File: src/rtl/pipe_ctrl_if.sv
// pipe_ctrl_if: hazard requests from the pipeline stages and the stall/flush/redirect controls back to them.
interface pipe_ctrl_if #(
   parameter int ADDR_W  = 32,
   parameter int STALL_W = 6
);
   logic               stallreq_id;
   logic               stallreq_ex;
   logic               stallreq_mem;
   logic               excp_i;
   logic               branch_flag_i;
   logic [ADDR_W-1:0]  branch_addr_i;
   logic [STALL_W-1:0] stall;
   logic               flush;
   logic               redirect;
   logic [ADDR_W-1:0]  new_pc;
   logic               stall_timeout;
   modport master (
      output stallreq_id, stallreq_ex, stallreq_mem, excp_i, branch_flag_i, branch_addr_i,
      input  stall, flush, redirect, new_pc, stall_timeout
   );
   modport slave (
      input  stallreq_id, stallreq_ex, stallreq_mem, excp_i, branch_flag_i, branch_addr_i,
      output stall, flush, redirect, new_pc, stall_timeout
   );
endinterface

File: src/rtl/pipe_ctrl.sv
// pipe_ctrl: pipeline hazard controller -- stall priority, exception flush, branch redirect with
// deferral across stalls, and a sticky watchdog on runaway PC stalls.
module pipe_ctrl #(
   parameter int              ADDR_W     = 32,
   parameter int              STALL_W    = 6,
   parameter logic [ADDR_W-1:0] EXC_VECTOR = 32'h0000_0020,
   parameter int              WDOG_MAX   = 255
) (
   input logic       clk,
   input logic       rst,
   pipe_ctrl_if.slave bus
);
   localparam logic [7:0] WMAX = 8'(WDOG_MAX);
   typedef enum logic {IDLE, FLUSH} state_t;
   state_t             state, state_n;
   logic               pend_v, pend_v_n;
   logic [ADDR_W-1:0]  pend_a, pend_a_n;
   logic [7:0]         cnt, cnt_n;
   logic               tmo, tmo_n;
   logic [STALL_W-1:0] stall_v;
   logic               in_flush, st0, live_br, pend_br, load;
   always_ff @(posedge clk or posedge rst) begin
      if (rst) begin
         state  <= IDLE;
         pend_v <= 1'b0;
         pend_a <= '0;
         cnt    <= '0;
         tmo    <= 1'b0;
      end else begin
         state  <= state_n;
         pend_v <= pend_v_n;
         pend_a <= pend_a_n;
         cnt    <= cnt_n;
         tmo    <= tmo_n;
      end
   end
   always_comb begin
      in_flush = state == FLUSH;
      stall_v  = in_flush          ? '0 :
                 bus.stallreq_mem ? STALL_W'(6'b011111) :
                 bus.stallreq_ex  ? STALL_W'(6'b001111) :
                 bus.stallreq_id  ? STALL_W'(6'b000111) : '0;
      st0      = stall_v[0];
      live_br  = !in_flush && bus.branch_flag_i && !st0;
      pend_br  = !in_flush && pend_v && !st0 && !bus.branch_flag_i;
      // a stalled PC cannot take the branch now, so park it until the stall lifts
      load     = !in_flush && !bus.excp_i && bus.branch_flag_i && st0;
      state_n  = (!in_flush && bus.excp_i) ? FLUSH : IDLE;
      pend_v_n = (in_flush || bus.excp_i) ? 1'b0 : st0 ? (bus.branch_flag_i || pend_v) : 1'b0;
      pend_a_n = load ? bus.branch_addr_i : pend_a;
      cnt_n    = st0 ? ((cnt == WMAX) ? cnt : cnt + 8'd1) : 8'd0;
      tmo_n    = tmo || (st0 && cnt == WMAX);
      bus.stall         = stall_v;
      bus.flush         = in_flush;
      bus.redirect      = in_flush || live_br || pend_br;
      bus.new_pc        = in_flush ? EXC_VECTOR : live_br ? bus.branch_addr_i : pend_br ? pend_a : '0;
      bus.stall_timeout = tmo;
   end
endmodule

File: src/flat_wrapper.sv
// flat-port wrapper written by rule: the top's interface ports become plain ports
module pipe_ctrl_flat 
#(
   parameter int              ADDR_W     = 32,
   parameter int              STALL_W    = 6,
   parameter logic [ADDR_W-1:0] EXC_VECTOR = 32'h0000_0020,
   parameter int              WDOG_MAX   = 255
)
  (clk, rst, bus_stallreq_id, bus_stallreq_ex, bus_stallreq_mem, bus_excp_i, bus_branch_flag_i, bus_branch_addr_i, bus_stall, bus_flush, bus_redirect, bus_new_pc, bus_stall_timeout);
  pipe_ctrl_if #(.ADDR_W(ADDR_W), .STALL_W(STALL_W)) bus_i ();
  input logic clk;
  input logic rst;
  input wire logic [$bits(bus_i.stallreq_id)-1:0] bus_stallreq_id;
  input wire logic [$bits(bus_i.stallreq_ex)-1:0] bus_stallreq_ex;
  input wire logic [$bits(bus_i.stallreq_mem)-1:0] bus_stallreq_mem;
  input wire logic [$bits(bus_i.excp_i)-1:0] bus_excp_i;
  input wire logic [$bits(bus_i.branch_flag_i)-1:0] bus_branch_flag_i;
  input wire logic [$bits(bus_i.branch_addr_i)-1:0] bus_branch_addr_i;
  output wire logic [$bits(bus_i.stall)-1:0] bus_stall;
  output wire logic [$bits(bus_i.flush)-1:0] bus_flush;
  output wire logic [$bits(bus_i.redirect)-1:0] bus_redirect;
  output wire logic [$bits(bus_i.new_pc)-1:0] bus_new_pc;
  output wire logic [$bits(bus_i.stall_timeout)-1:0] bus_stall_timeout;
  assign bus_i.stallreq_id = bus_stallreq_id;
  assign bus_i.stallreq_ex = bus_stallreq_ex;
  assign bus_i.stallreq_mem = bus_stallreq_mem;
  assign bus_i.excp_i = bus_excp_i;
  assign bus_i.branch_flag_i = bus_branch_flag_i;
  assign bus_i.branch_addr_i = bus_branch_addr_i;
  assign bus_stall = bus_i.stall;
  assign bus_flush = bus_i.flush;
  assign bus_redirect = bus_i.redirect;
  assign bus_new_pc = bus_i.new_pc;
  assign bus_stall_timeout = bus_i.stall_timeout;
  pipe_ctrl #(.ADDR_W(ADDR_W), .STALL_W(STALL_W), .EXC_VECTOR(EXC_VECTOR), .WDOG_MAX(WDOG_MAX)) u_core (.clk(clk), .rst(rst), .bus(bus_i));
endmodule
File: config.mk
export PLATFORM = sky130hd
export DESIGN_NAME = pipe_ctrl_flat
export DESIGN_NICKNAME = d
export VERILOG_FILES = /design/src/rtl/pipe_ctrl_if.sv /design/src/rtl/pipe_ctrl.sv /design/src/flat_wrapper.sv
export SDC_FILE = /design/constraint.sdc
export NUM_CORES = 1
export LEC_CHECK = 0
export ABC_AREA = 1
export CAP_MARGIN = 15
export CORE_ASPECT_RATIO = 1.1
export CORE_MARGIN = 5
export CORE_UTILIZATION = 42
export DETAILED_ROUTE_END_ITERATION = 7
export HOLD_SLACK_MARGIN = 0.15
export PLACE_DENSITY_LB_ADDON = 0.12
export SLEW_MARGIN = 10
export SYNTH_ARGS = -nofsm -noshare
export SYNTH_HDL_FRONTEND = slang
export SYNTH_SLANG_ARGS = --single-unit
File: constraint.sdc
create_clock -name clk -period 1.22 [get_ports clk]
set_input_delay 0.183 -clock clk [delete_from_list [all_inputs] [get_ports clk]]
set_output_delay 0.183 -clock clk [all_outputs]
set_load 0.03 [all_outputs]
# ---- Word level (Yosys, flattened, before mapping)
# Cells that the tools add are included.
dict set report classes {
  n_addsub 1
  n_reduce_logical 19
  muxes 12
  eq_ne 2
}
# operator n
set ops {}
lappend ops {{32-bit two-way mux} 3}
lappend ops {{6-bit two-way mux} 3}
lappend ops {{8-bit two-way mux} 2}
lappend ops {{1-bit logical AND} 10}
lappend ops {{8-bit by 1-bit adder with 8-bit output (second input constant)} 1}
lappend ops {{8-bit == test (second input constant)} 1}
lappend ops {{1-bit logical OR} 5}
lappend ops {{1-bit zero test} 4}
lappend ops {{1-bit two-way mux} 3}
lappend ops {{3-bit two-way mux} 1}
lappend ops {{2-bit inequality test (second input constant)} 1}
dict set report word_totals {
  input_bits 39
  ff_bits 43
  out_inout_bits 41
}

# ---- Logic depth before layout (Yosys ltp)
# Gate-level depths: netlist (run 1).
dict set report depth {
  word_depth 10
  ltp_mapped 8
  mapped_depth_nobuf 7
}

# ---- Worst setup path after synthesis (run 1)
# OpenSTA, ideal clock, no wires.
dict set report synth_timing {
  kind {register to output}
  startpoint {register u_core.state (netlist: u_core.bus.flush)}
  endpoint {output port bus_new_pc[0]}
  stages_incl_launch_ff 5
  t_required_ns 1.037
  path_buffers 1
  setup_slack_ns -0.351
  t_arrival_ns 1.388
  path_cell_list {dfrtp_1 nor3b_2 buf_2 nand3_1 nand2_1}
}
dict set report synth_via {
  elab_chain_cells 7
}
# element line_no
set synth_lines {}
lappend synth_lines {{start: declaration} pipe_ctrl.sv:15} ;# state_t state, state_n;
lappend synth_lines {{start signal: assignment} pipe_ctrl.sv:30} ;# state <= state_n;
lappend synth_lines {{6-bit two-way mux / 1-bit zero test (equally long branches)} {pipe_ctrl.sv:39, pipe_ctrl.sv:44, pipe_ctrl.sv:45}}
lappend synth_lines {{1-bit zero test / 1-bit logical AND (equally long branches)} {pipe_ctrl.sv:44, pipe_ctrl.sv:45}}
lappend synth_lines {{1-bit logical AND (2 in series)} pipe_ctrl.sv:45} ;# pend_br = !in_flush && pend_v && !st0 && !bus.branch_flag_i;
lappend synth_lines {{32-bit two-way mux (2 in series)} pipe_ctrl.sv:56} ;# bus.new_pc = in_flush ? EXC_VECTOR : live_br ? bus.branch_addr_i : pend_br ? pend_a : '0;
lappend synth_lines {{32-bit two-way mux *} pipe_ctrl.sv:56}
lappend synth_lines {{end: declaration} flat_wrapper.sv:22} ;# output wire logic [$bits(bus_i.new_pc)-1:0] bus_new_pc;
# Every way passes the cells marked *; elsewhere a longest branch is shown, timed or not.

# ---- Worst setup path in the final report (run 1)
dict set report layout_timing {
  startpoint {register u_core.state (netlist: u_core.bus.flush)}
  endpoint {output port bus_new_pc[17]}
}
# Same word-level chain as after synthesis.

==> results of run 1 <==
-- routing by layer --
metal  vias up  track usage  wire [um]
li1       1345            -          -
met3        34       0.0530        555
met4         0       0.0886        345
met5         -            0          0
met1      1406        0.266       3580
met2       128        0.383       4970
-- logic make-up (layout without fill, tap and decap cells) --
| kind of cell | after synthesis | after routing | synth area share |
|---|---|---|---|
| other | 1 | 1 | 0.00153 |
| AO/OA/AOI/OAI | 3 | 3 | 0.00713 |
| buffers and inverters | 40 | 156 | 0.0942 |
| adder cells (fa/ha/maj) | 1 | 1 | 0.00509 |
| XOR/XNOR | 1 | 1 | 0.00357 |
| AND/OR/NAND/NOR | 249 | 252 | 0.450 |
| flip-flops | 43 | 43 | 0.438 |
-- registers in the layout, indices dropped and copies added (netlist names) --
signal	cells
u_core.cnt	8
u_core.pend_v	1
u_core.pend_a	32
u_core.bus.flush	1
u_core.bus.stall_timeout	1
-- power by group through the flow --
stage,sequential (mW),clock (mW),combinational [mW]
floorplan,1.82,0,0.677
global placement,1.84,0,1.06
detailed placement,1.85,0,1.08
CTS,1.84,0.913,1.32
global route,1.94,0.985,1.63
finish,1.91,0.906,1.53
-- Yosys cell counts --
cell / count / area share
nand2_1: 120 / 0.18
nand3_1: 107 / 0.22
dfrtp_1: 43 / 0.44
nor2_1: 15 / 0.023
buf_2: 14 / 0.029
inv_1: 12 / 0.018
buf_4: 7 / 0.021
buf_6: 5 / 0.023
inv_2: 2 / 0.0031
nor3_1: 2 / 0.0041
o21ai_0: 2 / 0.0041
conb_1: 1 / 0.0015
ha_1: 1 / 0.0051
nand2_2: 1 / 0.0025
nand2_4: 1 / 0.0046
nand3b_1: 1 / 0.0031
nor3_4: 1 / 0.0066
nor3b_2: 1 / 0.0051
o21bai_1: 1 / 0.0031
xnor2_1: 1 / 0.0036
-- worst register-to-register path: cells and delay by family, from the launching register on --
kind	cells	cell delay, ps
flip-flops	1	450
buffers and inverters	5	700
AND/OR/NAND/NOR	4	480
-- path summary, 6_finish.rpt --
check,slack (ps),endpoint,startpoint,cells past startpoint
max reg2reg,-520,u_core.pend_a[21],u_core.bus.flush,9
min,220,u_core.pend_a[4],rst,3
min in group clk,460,u_core.pend_a[25],bus_branch_addr_i[25],3
min reg2reg,470,u_core.bus.stall_timeout,u_core.bus.stall_timeout,2
max,-620,bus_new_pc[17],u_core.bus.flush,6
max in group asynchronous,790,u_core.bus.flush,rst,3
-- timing repair --
item / 4_1_cts / 5_1_grt
cloned: 8 / 1
buffers inserted: 12 / 9
gates resized for setup: 99 / 68
pin swaps: 21 / 26
endpoints found under the setup margin: 81 / 82
-- per-stage QoR --
stage | instances | hold slack [ps] | utilization
floorplan | 338 | 255 | -
global placement | 498 | 448 | 0.594
finish | 534 | 220 | 0.769
CTS | 526 | 235 | 0.714
global route | 534 | 246 | 0.769
detailed placement | 498 | 459 | 0.594
-- cell type report --
type / instances / area (um^2)
Multi-Input combinational cell: 258 / 1590
Timing Repair Buffer: 134 / 1490
Fill cell: 391 / 1330
Sequential cell: 43 / 1080
Tap cell: 77 / 96.3
Clock buffer: 6 / 72.6
Inverter: 14 / 67.6
Clock inverter: 2 / 12.5
==> impl_results.md, run 1 <==
- Run status: finished, violations left
- Violated checks: negative setup slack
- Clock tree from TritonCTS: done
- Placed instance area: between 3000 and 4000 um^2
- First-pass GRT wire length: 13,700 um
- Via count of the first global-routing pass: about 2,800
- Combinational fraction of design power: 0.352
- Post-route clock period utilization: 1.51
- Clock tree sinks: between 40 and 50
- Most common library cell in the layout ignoring fill and taps: nand3_1
- Top fanout value on the critical path: 5
- Fraction of the yosys area taken by sequential cells: 0.438
- Worst endpoint required time: approximately 1000 ps
- CP most frequent cell: buf_6
- Worst skew pair latency: around 300 ps
- Number of hold-slack violations in the final timing report: 0
- Unrepaired setup endpoints after global routing: true
- Total gr overflow: 0
- Worst EP arrival: 1650 ps
- Worst hold path class: in -> async
- Floorplan die width: between 80 and 90 um
- Pre-CTS setup slack: -565 ps
- Worst setup SP type: flop
- Violation count after the first detailed-route iteration: roughly 180
- Shortest period the worst path allows: 1840 ps
- Layout overhead on the synthesized area: 79.5%
- Number of standard cells after synthesis: ~340
- Chip Height: around 90 um
- Number of slew-limit violations in the final report: 0
- Setup Skew: 6.31 ps
- Top-level port count: 80
- Clk buf depth: 2
- Number of distinct library cells after synthesis: 20
- Cell with the biggest individual delay on the critical path: dfrtp_2
- Highest Clock Rate: around 0.54 GHz
- Stage delay of the slowest cell on the critical path: 450 ps
- Synthesized Nets: between 300 and 400
- Max capacitance violation total: 0
- Sequential cell fraction of total power: 0.439
- Worst ir drop on vdd: 0.703 mV
- Worst setup slack after layout: -618 ps
- Overall Global Routing Usage: 0.222
- Via count: ~2,900
- Sequence of cells on the critical path: nor3b_4, buf_6, buf_8, nand3_1, nand2_2, buf_6
- Bufs and invs on worst path: 3
- Power per unit of standard cell area: just under 1000 nW/um^2
- Total power of the final layout: about 4.3 mW
- Switching Fraction: 0.352
- Overall routed net length: 9450 um
- Worst setup EP type: output port
- Pin count of the biggest net entering global routing: 44
- H-Tree Depth: 2
- DRC viols: 0
- Antenna violations before repair: 0
- Syn avg cell area: around 7.3 um^2
- Static Leakage: between 2 and 2.5 nW
- Net switching power: 1.53 mW
- Gate family responsible for the most delay along the worst path: simple AND/OR/NAND/NOR gates
- First drt pass iteration count: 4
- Average wire per standard cell: about 18 um
- Die Footprint: about 7500 um^2
- Design area: between 4000 and 5000 um^2
- Detailed placer's ending HPWL: 4710 um
- Setup Crit Path Kind: reg -> out
- Cts bufs inserted: 5
- Antenna diodes: 0
- Layout cell share with drive strength beyond 1: 0.457
- Setup Viol. Count Final: 80
- Number of warning messages in the yosys log: 0
- Part of the total power dissipated in the clock network: 0.209
- Clock-pin slew reported for the worst setup and hold paths after clock tree synthesis: around 80 ps
- Combined area of all synthesized cells: 2460 um^2
- Total internal power: 2.81 mW
- Number of buffers inserted by hold repair at cts: 0
- Antenna-violating nets left: 0
- Number of storage elements in the synthesis netlist: 43
- Most frequent cells in the layout: 85 x nand3_1, 63 x nand2_2, 54 x nand2_1, 54 x buf_6, 42 x dfrtp_1
- Final total negative setup slack: -38,880 ps
- Row Count: 29
- Count of port buffers added during placement: between 70 and 80
- Area of the core region: roughly 5700 um^2
- Library cell used as clock root buffer: clkbuf_8
- Routed vias/inst: 5.46
- Post-layout nets: ~500
- Starting utilization of the core area: 0.428
- Placer Congestion: approximately 0.8
Power figures use the tool's default switching activity.
==> run 2, diff against run 1 <==
Settings changed: SKIP_CTS_REPAIR_TIMING set to 1.
==> run 2 against run 1 <==
The flow still finishes with violations (negative setup slack). Clock power decreased by 2%. Sequential share of layout area increased by 3.6 points. Clock skew decreased by 2.5 ps. Sequential power decreased by 4%. Combinational power decreased by 18%. Wire length decreased by 22%. Global-route usage decreased by 4.3 points. Cell area decreased by 13%. Non-clock buffer count decreased by 19. Register-to-register slack improved by 150 ps. Critical endpoint is now bus_new_pc[8]. Worst hold slack got worse by 3.8 ps.
==> impl_results.md, run 2 (synthesized netlist as in run 1, its figures left out) <==
- Run status: finished, violations left (unchanged)
- Violated checks: negative setup slack (unchanged)
- Worst setup EP type: output port (unchanged)
- Clock tree from TritonCTS: done (unchanged)
- Overall Global Routing Usage: 0.180 (was 0.222)
- Most common library cell in the layout ignoring fill and taps: nand3_1 (unchanged)
- Final core utilization: 0.670 (was 0.769)
- Worst ir drop on vdd: 0.745 mV (was 0.703 mV)
- Count of port buffers added during placement: 78 (unchanged)
- Worst setup slack after layout: -511 ps (was -618 ps)
- Placer Congestion: 0.804 (unchanged)
- Register with the most flip-flops: u_core.pend_a (unchanged)
- Clk buf depth: 2 (unchanged)
- Library cell used as clock root buffer: clkbuf_8 (unchanged)
- Cell with the biggest individual delay on the critical path: dfrtp_2 (unchanged)
- Setup Crit Path Kind: reg -> out (unchanged)
- Number of flip-flops in the largest register: 32 (unchanged)
- Setup Viol. Count Final: 80 (unchanged)
- Post-route clock period utilization: 1.42 (was 1.51)
- Number of hold-slack violations in the final timing report: 0 (unchanged)
- Total instance count after detailed placement: 498 (unchanged)
- Via count of the first global-routing pass: 2,424 (was 2,779)
- Total gr overflow: 0 (unchanged)
- Via count: 2,614 (was 2,913)
- Top fanout value on the critical path: 18 (was 5)
- Most frequent cells in the layout: 107 x nand3_1, 83 x nand2_1, 42 x dfrtp_1 (was 85 x nand3_1, 63 x nand2_2, 54 x nand2_1, 54 x buf_6, 42 x dfrtp_1)
- Placed instance area: 3410 um^2 (unchanged)
- Number of slew-limit violations in the final report: 0 (unchanged)
- DRC viols: 0 (unchanged)
- Number of fillers in the final layout: 501 (was 391)
- Worst skew pair latency: 290 ps (was 300 ps)
- Top-level port count: 80 (unchanged)
- Post-layout nets: 477 (was 496)
- First drt pass iteration count: 4 (unchanged)
- Design area: 3840 um^2 (was 4410 um^2)
- Highest Clock Rate: 0.578 GHz (was 0.544 GHz)
- Detailed placer's ending HPWL: 4710 um (unchanged)
- Clock-pin slew reported for the worst setup and hold paths after clock tree synthesis: 80 ps (about the same)
- Area of the core region: 5730 um^2 (unchanged)
- Antenna-violating nets left: 0 (unchanged)
- Stage delay of the slowest cell on the critical path: 460 ps (was 450 ps)
- Setup Skew: 3.77 ps (was 6.31 ps)
- Floorplan die width: 82.9 um (unchanged)
- Static Leakage: 1.93 nW (was 2.08 nW)
- Antenna violations before repair: 0 (unchanged)
- Worst hold path class: in -> async (unchanged)
- Routed vias/inst: 5.08 (was 5.46)
- Average wire per standard cell: 14.3 um (was 17.7 um)
- Violation count after the first detailed-route iteration: 145 (was 182)
- Die Footprint: 7480 um^2 (unchanged)
- Largest registers in the final layout: u_core.pend_a: 32 flops, u_core.cnt: 8 flops (unchanged)
- Shortest period the worst path allows: 1730 ps (was 1840 ps)
- Antenna diodes: 0 (unchanged)
- Sequence of cells on the critical path: nor3b_4, buf_6, nand3_1, nand2_2, buf_4 (was nor3b_4, buf_6, buf_8, nand3_1, nand2_2, buf_6)
- Layout cell share with drive strength beyond 1: 0.311 (was 0.457)
- Layout overhead on the synthesized area: 56.3% (was 79.5%)
- Power per unit of standard cell area: 1040 nW/um^2 (was 984 nW/um^2)
- Total power of the final layout: 3.97 mW (was 4.34 mW)
- H-Tree Depth: 2 (unchanged)
- Unrepaired setup endpoints after global routing: true (unchanged)
- Max capacitance violation total: 0 (unchanged)
- Chip Height: 90.2 um (unchanged)
- Worst endpoint required time: 1040 ps (about the same)
- Row Count: 29 (unchanged)
- Clock tree sinks: 43 (unchanged)
- Pre-CTS setup slack: -565 ps (unchanged)
- Starting utilization of the core area: 0.428 (unchanged)
- Pin count of the biggest net entering global routing: 44 (unchanged)
- Worst EP arrival: 1550 ps (was 1650 ps)
- Overall routed net length: 7340 um (was 9450 um)
- First-pass GRT wire length: 11,400 um (was 13,700 um)
- Cts bufs inserted: 5 (unchanged)
- Post-Layout Cell Count: 515 (was 534)
- Worst setup SP type: flop (unchanged)
==> run 2: cell count changes in the layout (fill, tap and decap cells not counted), moves of 2 or more <==
cell | before | now
nand2_8 | 5 | 3
nand2_1 | 54 | 83
buf_6 | 54 | 27
nand3_1 | 85 | 107
nand3_2 | 18 | 0
nand2_2 | 63 | 37
buf_16 | 2 | 0
nand3_4 | 4 | 0
buf_12 | 9 | 5
dlymetal6s2s_1 | 0 | 2
nand2_4 | 3 | 1
buf_4 | 25 | 39
==> run 2: per-layer routing <==
| metal | track usage | share of wire |
|---|---|---|
| met5 | 0 | 0 |
| met1 | 0.218 | 0.41 |
| met2 | 0.319 | 0.53 |
| met4 | 0.0463 | 0.0093 |
| met3 | 0.0411 | 0.048 |
==> run 2: stage by stage <==
stage,hold slack [ps],TNS (ps)
6_report,216,-25130
5_1_grt,242,-31710
4_1_cts,235,-28850
3_5_place_dp,459,-40510
3_3_place_gp,448,-37300
2_1_floorplan,255,-7240
==> run 2: area by class of cell <==
type                    count  area (um^2)  share of cell area
flip-flops and latches     43         1080               0.281
clock buffers               6         72.6              0.0189
repair buffers            115         1180               0.307
multi-input cells         257         1330               0.346
well taps                  77         96.3              0.0251
repair inverters            1         8.76             0.00228
clock inverters             2         12.5             0.00326
inverters                  14         65.1              0.0169
==> run 2: final timing paths <==
kind | startpoint | endpoint | slack (ps) | depth (start not counted)
worst min register to register | u_core.bus.stall_timeout | u_core.bus.stall_timeout | 470 | 2
worst max register to register | u_core.bus.flush | u_core.cnt[6] | -370 | 10
max in group asynchronous | rst | u_core.bus.flush | 760 | 3
min in group clk | bus_branch_addr_i[21] | u_core.pend_a[21] | 460 | 3
worst min-delay path | rst | u_core.pend_a[4] | 220 | 3
worst max-delay path | u_core.bus.flush | bus_new_pc[8] | -510 | 5
==> run 2: critical path: cells and delay by family, from the launching register on <==
family | cells | cell delay, ps
buf+inv | 2 | 370
flops | 1 | 460
simple gates | 3 | 430
==> run 2: power by group <==
| group | internal (mW) | leakage, nW | switching (mW) | total (mW) |
|---|---|---|---|---|
| Combinational | 0.576 | 1.35 | 0.670 | 1.25 |
| Sequential | 1.68 | 0.542 | 0.160 | 1.84 |
| Clock | 0.400 | 0.0412 | 0.487 | 0.887 |
